==> src/rtl/ttt_pkg.sv <==
// rtl/ttt_pkg.sv - shared types and constants for the tic-tac-toe move controller
// Contents: FSM state enum, player encodings, winner codes, board geometry
// defaults and the winner-code helper used by ttt_move_ctrl.
package ttt_pkg;

    typedef enum logic [1:0] {
        ST_IDLE   = 2'd0,
        ST_CHECK  = 2'd1,
        ST_COMMIT = 2'd2,
        ST_OVER   = 2'd3
    } state_t;

    localparam logic PLAYER_X = 1'b0;
    localparam logic PLAYER_O = 1'b1;

    localparam logic [1:0] WIN_NONE = 2'b00;
    localparam logic [1:0] WIN_X    = 2'b01;
    localparam logic [1:0] WIN_O    = 2'b10;
    localparam logic [1:0] WIN_DRAW = 2'b11;

    localparam int NUM_CELLS_DEFAULT = 9;
    localparam int POS_W             = 4;

    // Winner code credited to the player who made the last committed move.
    function automatic logic [1:0] winner_code(input logic last_mover);
        return (last_mover == PLAYER_O) ? WIN_O : WIN_X;
    endfunction

endpackage

==> src/rtl/ttt_turn_timer.sv <==
// rtl/ttt_turn_timer.sv - idle-turn forfeit counter
// Ports:
//   clk, rst_n  clock and asynchronous active-low reset
//   run         count this cycle (controller idle, no new_game)
//   clear       force the count back to zero (accept or new_game)
//   expire      combinational: this edge ends the turn (count at TIMEOUT_CYCLES-1)
module ttt_turn_timer #(
    parameter int TIMEOUT_CYCLES = 1023
) (
    input  logic clk,
    input  logic rst_n,
    input  logic run,
    input  logic clear,
    output logic expire
);

    localparam int CNT_W = (TIMEOUT_CYCLES > 1) ? $clog2(TIMEOUT_CYCLES) : 1;
    localparam logic [CNT_W-1:0] LAST = CNT_W'(TIMEOUT_CYCLES - 1);

    logic [CNT_W-1:0] cnt_q, cnt_d;

    assign expire = run && (cnt_q == LAST);

    always_comb begin
        cnt_d = cnt_q;
        if (clear) begin
            cnt_d = '0;
        end else if (run) begin
            // Wrap on expiry so the next turn gets a full budget.
            cnt_d = expire ? '0 : cnt_q + 1'b1;
        end
    end

    always_ff @(posedge clk or negedge rst_n) begin
        if (!rst_n) begin
            cnt_q <= '0;
        end else begin
            cnt_q <= cnt_d;
        end
    end

endmodule

==> src/rtl/ttt_move_ctrl.sv <==
// rtl/ttt_move_ctrl.sv - tic-tac-toe turn sequencer feeding the position decoder
// Optional feature macro: MOVE_TIMEOUT_EN (idle turn forfeit via ttt_turn_timer).
// Ports:
//   clk, rst_n            clock, asynchronous active-low reset
//   new_game              synchronous clear to start-of-game, highest priority
//   move_valid/move_ready move request handshake, move_pos sampled on acceptance
//   win_detect            external checker reports a line for the last mover
//   pos_out/pos_en        committed cell and one-cycle decoder/board-write strobe
//   cur_player            player to move (0 = X, 1 = O)
//   move_reject           one-cycle pulse: illegal move dropped
//   turn_timeout          one-cycle pulse: turn forfeited (0 without MOVE_TIMEOUT_EN)
//   move_count            committed moves 0..9
//   game_over, winner     end-of-game flag and result code
module ttt_move_ctrl
    import ttt_pkg::*;
#(
    parameter int NUM_CELLS      = NUM_CELLS_DEFAULT,
    parameter int TIMEOUT_CYCLES = 1023
) (
    input  logic             clk,
    input  logic             rst_n,
    input  logic             new_game,
    input  logic             move_valid,
    input  logic [POS_W-1:0] move_pos,
    output logic             move_ready,
    input  logic             win_detect,
    output logic [POS_W-1:0] pos_out,
    output logic             pos_en,
    output logic             cur_player,
    output logic             move_reject,
    output logic             turn_timeout,
    output logic [3:0]       move_count,
    output logic             game_over,
    output logic [1:0]       winner
);

    localparam logic [POS_W-1:0] CELL_LIMIT = POS_W'(NUM_CELLS);
    localparam logic [3:0]       LAST_MOVE  = 4'(NUM_CELLS - 1);

    state_t               state_q, state_d;
    logic [NUM_CELLS-1:0] occ_q, occ_d;
    logic [POS_W-1:0]     pos_lat_q, pos_lat_d;
    logic [POS_W-1:0]     pos_out_q, pos_out_d;
    logic                 pos_en_q, pos_en_d;
    logic                 cur_player_q, cur_player_d;
    logic                 move_ready_q, move_ready_d;
    logic                 move_reject_q, move_reject_d;
    logic                 turn_timeout_q, turn_timeout_d;
    logic [3:0]           move_count_q, move_count_d;
    logic                 game_over_q, game_over_d;
    logic [1:0]           winner_q, winner_d;

    logic accept;
    logic tmr_expire;

    // A pending win report outranks a simultaneous move request.
    assign accept = (state_q == ST_IDLE) && move_valid && !win_detect && !new_game;

`ifdef MOVE_TIMEOUT_EN
    logic tmr_run;
    logic tmr_clear;

    assign tmr_run   = (state_q == ST_IDLE) && !new_game;
    assign tmr_clear = new_game || accept;

    ttt_turn_timer #(
        .TIMEOUT_CYCLES(TIMEOUT_CYCLES)
    ) u_turn_timer (
        .clk    (clk),
        .rst_n  (rst_n),
        .run    (tmr_run),
        .clear  (tmr_clear),
        .expire (tmr_expire)
    );
`else
    logic unused_timeout_cfg;

    assign tmr_expire         = 1'b0;
    assign unused_timeout_cfg = ^TIMEOUT_CYCLES;
`endif

    always_comb begin
        state_d        = state_q;
        occ_d          = occ_q;
        pos_lat_d      = pos_lat_q;
        pos_out_d      = pos_out_q;
        pos_en_d       = 1'b0;
        cur_player_d   = cur_player_q;
        move_ready_d   = move_ready_q;
        move_reject_d  = 1'b0;
        turn_timeout_d = 1'b0;
        move_count_d   = move_count_q;
        game_over_d    = game_over_q;
        winner_d       = winner_q;

        if (new_game) begin
            state_d      = ST_IDLE;
            occ_d        = '0;
            pos_lat_d    = '0;
            pos_out_d    = '0;
            cur_player_d = PLAYER_X;
            move_ready_d = 1'b1;
            move_count_d = 4'd0;
            game_over_d  = 1'b0;
            winner_d     = WIN_NONE;
        end else begin
            case (state_q)
                ST_IDLE: begin
                    if (win_detect) begin
                        state_d      = ST_OVER;
                        move_ready_d = 1'b0;
                        game_over_d  = 1'b1;
                        winner_d     = winner_code(~cur_player_q);
                    end else if (accept) begin
                        state_d      = ST_CHECK;
                        pos_lat_d    = move_pos;
                        move_ready_d = 1'b0;
                    end else if (tmr_expire) begin
                        turn_timeout_d = 1'b1;
                        cur_player_d   = ~cur_player_q;
                    end
                end
                ST_CHECK: begin
                    // Range test first so the occupancy lookup is never out of bounds.
                    if ((pos_lat_q >= CELL_LIMIT) || occ_q[pos_lat_q]) begin
                        state_d       = ST_IDLE;
                        move_ready_d  = 1'b1;
                        move_reject_d = 1'b1;
                    end else begin
                        state_d   = ST_COMMIT;
                        pos_en_d  = 1'b1;
                        pos_out_d = pos_lat_q;
                    end
                end
                ST_COMMIT: begin
                    occ_d[pos_lat_q] = 1'b1;
                    move_count_d     = move_count_q + 4'd1;
                    cur_player_d     = ~cur_player_q;
                    if (move_count_q == LAST_MOVE) begin
                        state_d      = ST_OVER;
                        move_ready_d = 1'b0;
                        game_over_d  = 1'b1;
                        winner_d     = WIN_DRAW;
                    end else begin
                        state_d      = ST_IDLE;
                        move_ready_d = 1'b1;
                    end
                end
                ST_OVER: begin
                    state_d = ST_OVER;
                end
                default: begin
                    state_d      = ST_IDLE;
                    move_ready_d = 1'b1;
                end
            endcase
        end
    end

    always_ff @(posedge clk or negedge rst_n) begin
        if (!rst_n) begin
            state_q        <= ST_IDLE;
            occ_q          <= '0;
            pos_lat_q      <= '0;
            pos_out_q      <= '0;
            pos_en_q       <= 1'b0;
            cur_player_q   <= PLAYER_X;
            move_ready_q   <= 1'b1;
            move_reject_q  <= 1'b0;
            turn_timeout_q <= 1'b0;
            move_count_q   <= 4'd0;
            game_over_q    <= 1'b0;
            winner_q       <= WIN_NONE;
        end else begin
            state_q        <= state_d;
            occ_q          <= occ_d;
            pos_lat_q      <= pos_lat_d;
            pos_out_q      <= pos_out_d;
            pos_en_q       <= pos_en_d;
            cur_player_q   <= cur_player_d;
            move_ready_q   <= move_ready_d;
            move_reject_q  <= move_reject_d;
            turn_timeout_q <= turn_timeout_d;
            move_count_q   <= move_count_d;
            game_over_q    <= game_over_d;
            winner_q       <= winner_d;
        end
    end

    assign move_ready   = move_ready_q;
    assign pos_out      = pos_out_q;
    assign pos_en       = pos_en_q;
    assign cur_player   = cur_player_q;
    assign move_reject  = move_reject_q;
    assign turn_timeout = turn_timeout_q;
    assign move_count   = move_count_q;
    assign game_over    = game_over_q;
    assign winner       = winner_q;

endmodule

==> config.mk <==
export PLATFORM = sky130hd
export DESIGN_NAME = ttt_move_ctrl
export DESIGN_NICKNAME = d
export VERILOG_FILES = /design/src/rtl/ttt_pkg.sv /design/src/rtl/ttt_turn_timer.sv /design/src/rtl/ttt_move_ctrl.sv
export SDC_FILE = /design/constraint.sdc
export NUM_CORES = 1
export LEC_CHECK = 0
export BUFFER_PORTS_ARGS = -buffer_cell sky130_fd_sc_hd__buf_2
export CAP_MARGIN = 20
export CORE_MARGIN = 4
export CORE_UTILIZATION = 55
export CTS_BUF_LIST = sky130_fd_sc_hd__clkbuf_2
export DETAILED_ROUTE_END_ITERATION = 16
export PLACE_DENSITY_LB_ADDON = 0.05
export SETUP_SLACK_MARGIN = 0.1
export SYNTH_ARGS = -nofsm -noshare
export SYNTH_HDL_FRONTEND = slang
export SYNTH_SLANG_ARGS = --single-unit
==> constraint.sdc <==
create_clock -name clk -period 2.3 [get_ports clk]
set_input_delay 0.69 -clock clk [delete_from_list [all_inputs] [get_ports clk]]
set_output_delay 0.69 -clock clk [all_outputs]
set_load 0.01 [all_outputs]
==> results of run 1 <==
==> worst max-delay path, delay by kind of cell (launching register included) <==
kind,cells,cell delay [ns]
AND/OR/NAND/NOR,1,0.24
flip-flops,1,0.56
multiplexers,1,0.18
AO/OA/AOI/OAI,2,0.93
==> placed cells by master, fill, tap and decap left out, types with 5 or more instances in the layout <==
cell and n:
nand3_1 8, buf_2 23, nor2_1 24, ha_1 6, inv_1 8, nand2_1 10
dfrtp_1 29, clkbuf_2 5, a21oi_1 16
==> cell families after synthesis <==
logic type / share of synthesized area, %
other: 0.2451
buffers and inverters: 5.478
XOR/XNOR: 2.290
AND/OR/NAND/NOR: 18.15
AO/OA/AOI/OAI: 15.54
multiplexers: 4.252
adder cells (fa/ha/maj): 4.906
flip-flops: 49.14
==> per-layer routing <==
metal	vias to the layer above	routed length, µm	global-route usage, %
met2	29	1329	28.09
met3	6	175	6.383
met1	554	1404	26.62
li1	575	-	-
met5	-	0	0
met4	0	55	8.359
==> state kept, by name, summed over array words and instances (netlist names) <==
signal	cells
move_count	4
pos_lat_q	4
winner	2
pos_out	4
move_ready	1
pos_en	1
game_over	1
move_reject	1
occ_q	9
cur_player	1
state_q	2
==> area by class of cell <==
cell class	instances	area (µm²)	share of cell area, %
Multi-Input combinational cell	109	694.4	40.63
Tap cell	30	37.54	2.196
Timing Repair Buffer	25	130.1	7.613
Sequential cell	30	752.0	44.00
Clock inverter	3	40.04	2.343
Inverter	8	30.03	1.757
Clock buffer	5	25.02	1.464
==> per-stage QoR <==
step / util [%] / area, µm² / total power (µW) / std cells / hold slack [ns]
after floorplan: - / 1530 / 976.9 / 158 / 0.3944
after global placement: 64.04 / 1644 / 1092 / 202 / 0.4714
after detailed placement: 64.04 / 1644 / 1104 / 202 / 0.4902
after CTS: 66.57 / 1709 / 1477 / 210 / 0.3129
after global routing: 66.57 / 1709 / 1572 / 210 / 0.3247
final: 66.57 / 1709 / 1465 / 210 / 0.3128
==> power breakdown <==
group	total [µW]	switching, µW	internal [µW]
clock network	369	188	181
logic	438	257	182
registers	658	61.1	597
total	1460	506	959
==> how the worst max path moves through the flow <==
stage | start | end | cells after the start
finish | pos_lat_q[1]$_DFFE_PN0P_ | pos_out[2]$_DFFE_PN0P_ | 4
global route | state_q[0]$_DFFE_PN0P_ | occ_q[7]$_DFFE_PN0P_ | 6
CTS | pos_lat_q[1]$_DFFE_PN0P_ | pos_out[2]$_DFFE_PN0P_ | 4
detailed placement | pos_lat_q[1]$_DFFE_PN0P_ | pos_out[2]$_DFFE_PN0P_ | 4
global placement | pos_lat_q[1]$_DFFE_PN0P_ | pos_out[2]$_DFFE_PN0P_ | 4
floorplan | pos_lat_q[1]$_DFFE_PN0P_ | pos_out[2]$_DFFE_PN0P_ | 5
==> out/qor.yml, run 1 <==
num_antenna_cells: 0
remaining_drc_errors: 0
nNetsFinal: 194
area_growth_pct: 11.69
drv_cap: 0
vias: 1164
drt-total-wl_um: 2964
yosys.area.top_type: "dfrtp_1"
nFillCells: 215
synth_common_cells: "dfrtp_1 (29), nor2_1 (24), a21oi_1 (16)"
clock_sinks: 30
avgRoutedWirePerCell_um: 14.11
drive_gt1_share_pct: 25.56
syn-cell-area_um2: 1530
yosys_warnings: 0
synth_edf_count: 0
h-tree-depth: 2
worst_slack_ns: 0.3182
cp.required_ns: 2.60
die_area_um2: 3690
pre_cts_ws_ns: 0.3827
yosysTopAreaCellShare_pct: 47.42
async_flop_share_pct: 100.0
cts_buffer_depth: 2
rsz0062_at_grt: "no"
cts_buffers: 5
grt_max_degree: 31
yosys-top-cells-area: "dfrtp_1 (47%), nor2_1 (5.9%), a21oi_1 (5.2%)"
antenna_found_initial: 0
hpwl_um: 2091
ctsResizeCount: 0
criticalPathCategory: "reg -> reg"
fin_crit_sh_pct: 86.16
ant_nets: 0
cts_setup_buffers: 0
hold_class: "in -> async"
crit_arrival_ns: 2.28
rr_worst_depth: 4
clk_pin_slew_worst_paths_ns: 0.17
fin_worst_skew_ns: 0.01994
ctsHoldBuffers: 0
slowest_stage: "dfrtp_1"
syn_nets: 173
r2r_end: "pos_out[2]$_DFFE_PN0P_"
syn_inst: 158
clk_latency_ns: 0.37
slew_viol_final: 0
power_leakage_uw: 0.0008386
worst_slew_pin_slew_ns: 0.6492
max_stage_delay_ns: 0.56
setup_total_negative_slack_ns: 0
max_freq_mhz: 504.6
placement.io_buffers: 23
grt_pass1_wl_um: 5140
initialDrtViolationCount: 69
post-synth-top-count-cell: "dfrtp_1"
yosys_register_bits: 30
status: "completed"
gp_congestion: 0.7954
grt_use_total_pct: 19.40
finalSetupViolCount: 0
cp-start-kind: "flop"
synth.avg_cell_area_um2: 9.685
worstPathCellList: "o41a_1 -> a211oi_4 -> and2_2 -> mux2i_1"
ys.flop_type: "dfrtp_1"
die_h_um: 60.75
core-area_um2: 2567
grt.overflow.total: 0
cts_root_buf: "clkbuf_2"
num_rows: 18
seq_area_frac_synth_pct: 49.14
synth_cell_types: 41
end_kind: "flop"
drt-pass1-iter-count: 5
grt_pass1_vias: 1141
cts_tree: "done"
power.density_nw_per_um2: 857.0
pin_count: 25
slew_headroom_pct: 56.72
ir_worst_vdd_mv: 0.6318
die_w_um: 60.75
start_util_pct: 59.60
hold_violations: 0
post-route-min-period_ns: 1.982
viasPerCell: 5.543
crit_fanout: 13
r2r_setup_slack_ns: 0.32
worstReg2RegStart: "pos_lat_q[1]$_DFFE_PN0P_"
Power figures use the tool's default switching activity.
==> run 2, diff against run 1 <==
--- a/config.mk
+++ b/config.mk
@@ -11,7 +11,7 @@
 export CORE_UTILIZATION = 55
 export CTS_BUF_LIST = sky130_fd_sc_hd__clkbuf_2
 export DETAILED_ROUTE_END_ITERATION = 16
-export PLACE_DENSITY_LB_ADDON = 0.05
+export PLACE_DENSITY = 0.78
 export SETUP_SLACK_MARGIN = 0.1
 export SYNTH_ARGS = -nofsm -noshare
 export SYNTH_HDL_FRONTEND = slang
==> out/qor.yml, run 2 (synthesized netlist as in run 1, its figures left out) <==
status: "completed"
worstPathCellList: "mux2_2 -> a222oi_1 -> buf_4 -> nand2_2 -> a221oi_2"
initialDrtViolationCount: 51
power.density_nw_per_um2: 810.0
worstReg2RegStart: "pos_lat_q[1]$_DFFE_PN0P_"
worst_slew_pin_slew_ns: 0.6469
cts_buffer_depth: 2
start_util_pct: 59.60
die_w_um: 60.75
die_area_um2: 3690
max_stage_delay_ns: 0.63
clock_sinks: 30
grt_pass1_wl_um: 5513
vias: 1219
placement.io_buffers: 23
largest-register: "occ_q"
antenna_found_initial: 0
nNetsFinal: 194
drive_gt1_share_pct: 25.56
pin_count: 25
fin_crit_sh_pct: 87.74
grt.overflow.total: 0
crit_fanout: 13
grt_use_total_pct: 20.34
slew_headroom_pct: 56.87
ctsResizeCount: 0
post-route-min-period_ns: 2.018
die_h_um: 60.75
hold_class: "in -> async"
final_common_cell: "dfrtp_1"
clk_pin_slew_worst_paths_ns: 0.15
ctsHoldBuffers: 0
ant_nets: 0
p_total_uw: 1367
power_leakage_uw: 0.0008274
cts_root_buf: "clkbuf_2"
slew_viol_final: 0
setup_total_negative_slack_ns: 0
criticalPathCategory: "reg -> reg"
cts_tree: "done"
cp.required_ns: 2.58
grt_max_degree: 31
crit_arrival_ns: 2.29
num_antenna_cells: 0
layout_common_cells: "dfrtp_1 (29), nor2_1 (24), buf_2 (23)"
ir_worst_vdd_mv: 0.6400
avgRoutedWirePerCell_um: 15.24
end_kind: "flop"
max_freq_mhz: 495.5
num_rows: 18
crit_start: "pos_lat_q[1]$_DFFE_PN0P_"
hold_violations: 0
hpwl_um: 2318
area_growth_pct: 10.30
drt-pass1-iter-count: 4
drv_cap: 0
largest_reg_flops: 9
viasPerCell: 5.805
cts_buffers: 5
finalSetupViolCount: 0
finalInstanceArea_um2: 1688
nFillCells: 222
clk_latency_ns: 0.37
critPathBufInv: 1
slowest_stage: "dfrtp_1"
rsz0062_at_grt: "no"
gp_congestion: 0.7780
cp-start-kind: "flop"
grt_pass1_vias: 1233
h-tree-depth: 2
drt-total-wl_um: 3201
cts_setup_buffers: 0
remaining_drc_errors: 0
fin_worst_skew_ns: 0.01054
fin_util_pct: 65.74
core-area_um2: 2567
placed_area_um2: 1644
crit_family: "flip-flops"
run 2: final timing paths:
check,end,slack [ns],depth (start not counted)
worst max-delay path,state_q[1]$_DFFE_PN0P_,0.28,5
worst max register to register,state_q[1]$_DFFE_PN0P_,0.28,5
min in group clk,occ_q[6]$_DFFE_PN0P_,0.51,2
worst min-delay path,pos_en$_DFF_PN0_,0.32,1
max in group asynchronous,occ_q[5]$_DFFE_PN0P_,1.56,1
worst min register to register,occ_q[6]$_DFFE_PN0P_,0.51,2
run 2: cell type report:
class | instances | area (µm²) | area share, %
clock buffer | 6 | 30.03 | 1.779
clock inverter | 2 | 8.758 | 0.5189
multi-input combinational | 109 | 699.4 | 41.44
sequential | 30 | 752.0 | 44.55
timing repair buffer | 25 | 130.1 | 7.709
inverter | 8 | 30.03 | 1.779
tap | 30 | 37.54 | 2.224
run 2: metal layers:
layer / vias up / GRT usage [%] / wire length [µm]
li1: 575 / - / -
met1: 593 / 25.79 / 1293
met2: 47 / 33.59 / 1619
met3: 4 / 6.596 / 254
met4: 0 / 5.573 / 34
met5: - / 0 / 0
run 2: power breakdown:
group	internal, µW	switching, µW
clock network	74.6	180
registers	597	66.2
logic	183	267
total	855	513
run 2: metrics by stage:
step           setup WS (ns)  instances  hold slack (ns)
2_1_floorplan         0.5053        158           0.3944
3_5_place_dp          0.3144        202           0.4877
6_report              0.2819        210           0.3180
3_3_place_gp          0.3739        202           0.4697
5_1_grt               0.1376        210           0.3624
4_1_cts               0.2827        210           0.3370
==> run 3, diff against run 2 <==
--- a/config.mk
+++ b/config.mk
@@ -11,6 +11,7 @@
 export CORE_UTILIZATION = 55
 export CTS_BUF_LIST = sky130_fd_sc_hd__clkbuf_2
 export DETAILED_ROUTE_END_ITERATION = 16
+export MAX_ROUTING_LAYER = met4
 export PLACE_DENSITY = 0.78
 export SETUP_SLACK_MARGIN = 0.1
 export SYNTH_ARGS = -nofsm -noshare
==> constraint.sdc (replaced) <==
create_clock -name clk -period 2.3 [get_ports clk]
set_input_delay 0.69 -clock clk [delete_from_list [all_inputs] [get_ports clk]]
set_output_delay 0.69 -clock clk [all_outputs]
set_load 0.005 [all_outputs]
==> out/qor.yml, run 3 (synthesized netlist as in run 1, its figures left out) <==
status: "completed"
rsz0062_at_grt: "no"
ctsHoldBuffers: 0
vias: 1210
die_h_um: 60.75
gp_congestion: 0.7887
area_growth_pct: 10.30
criticalPathCategory: "reg -> reg"
hold_violations: 0
clk_pin_slew_worst_paths_ns: 0.16
fin_worst_skew_ns: 0.01926
final_common_cell: "dfrtp_1"
max_freq_mhz: 496.7
antenna_found_initial: 0
post-route-min-period_ns: 2.013
avgRoutedWirePerCell_um: 15.43
grt_use_total_pct: 20.99
pin_count: 25
nNetsFinal: 194
die_w_um: 60.75
finalSetupViolCount: 0
cts_buffer_depth: 2
largest-register: "occ_q"
largest_reg_flops: 9
grt_pass1_vias: 1236
drive_gt1_share_pct: 25.56
slew_viol_final: 0
drv_cap: 0
power_leakage_uw: 0.0008274
initialDrtViolationCount: 68
num_antenna_cells: 0
core-area_um2: 2567
die_area_um2: 3690
grt.overflow.total: 0
grt_max_degree: 31
placement.io_buffers: 23
setup_total_negative_slack_ns: 0
worst_slew_pin_slew_ns: 0.6510
slew_headroom_pct: 56.60
fin_crit_sh_pct: 87.54
hpwl_um: 2318
clk_latency_ns: 0.37
hold_class: "in -> async"
clock_sinks: 30
power.density_nw_per_um2: 801.6
drt-total-wl_um: 3240
ir_worst_vdd_mv: 0.6307
end_kind: "flop"
start_util_pct: 59.60
cts_tree: "done"
crit_fanout: 13
grt_pass1_wl_um: 5492
remaining_drc_errors: 0
h-tree-depth: 2
cts_root_buf: "clkbuf_2"
viasPerCell: 5.762
ant_nets: 0
num_rows: 18
nFillCells: 222
cp-start-kind: "flop"
final_cells: 210
layout_common_cells: "dfrtp_1 (29), nor2_1 (24), buf_2 (23)"
crit_arrival_ns: 2.29
place_inst: 202
cts_buffers: 5
drt-pass1-iter-count: 4
cp.required_ns: 2.58
-- run 3: power by group --
group	leakage, µW	switching [µW]	internal [µW]
combinational	0.000390	250	183
clock	0.0000304	182	74.6
sequential	0.000407	66.7	597
-- run 3: final timing paths --
kind	start	to	slack (ns)	depth (start not counted)
max	pos_lat_q[1]$_DFFE_PN0P_	state_q[1]$_DFFE_PN0P_	0.29	5
min	rst_n	pos_en$_DFF_PN0_	0.31	1
max reg2reg	pos_lat_q[1]$_DFFE_PN0P_	state_q[1]$_DFFE_PN0P_	0.29	5
min reg2reg	occ_q[6]$_DFFE_PN0P_	occ_q[6]$_DFFE_PN0P_	0.52	2
max in group asynchronous	rst_n	occ_q[1]$_DFFE_PN0P_	1.55	1
min in group clk	occ_q[6]$_DFFE_PN0P_	occ_q[6]$_DFFE_PN0P_	0.52	2
-- run 3: final cells by class --
type | instances | area, µm² | share of cell area (%)
clock buffers | 6 | 30.03 | 1.779
clock inverters | 2 | 8.758 | 0.5189
inverters | 8 | 30.03 | 1.779
multi-input cells | 109 | 699.4 | 41.44
flip-flops and latches | 30 | 752.0 | 44.55
well taps | 30 | 37.54 | 2.224
repair buffers | 25 | 130.1 | 7.709
-- run 3: timing repair --
item / in CTS / in global routing
buffers inserted: 0 / 0
gates resized for setup: 0 / 1
setup endpoints to repair: 0 / 2
-- run 3: stage by stage --
stage	hold WS [ns]	util [%]	worst slack (ns)	cell area, µm²	total power (µW)
floorplan	0.3944	-	0.5053	1530	958.8
global placement	0.4697	64.04	0.3739	1644	1074
detailed placement	0.4877	64.04	0.3144	1644	1096
CTS	0.3370	65.55	0.2827	1683	1353
global route	0.3624	65.74	0.1376	1688	1447
finish	0.3117	65.74	0.2867	1688	1353
-- run 3: routing by layer --
layer  part of all wire [%]  global-route usage, %  wire (µm)  vias up
met3                    7.0                  6.170        226        4
met2                     49                  32.98       1597       47
met1                     42                  26.47       1376      584
met5                      0                      -          0        -
met4                    1.2                  5.882         38        0
li1                       -                      -          -      575
-- run 3: worst max-delay path: stages (launching register included) --
cell and delay, ns:
dfrtp_1 0.63, mux2_2 0.39, a222oi_1 0.31, buf_4 0.23, nand2_2 0.08, a221oi_2 0.28
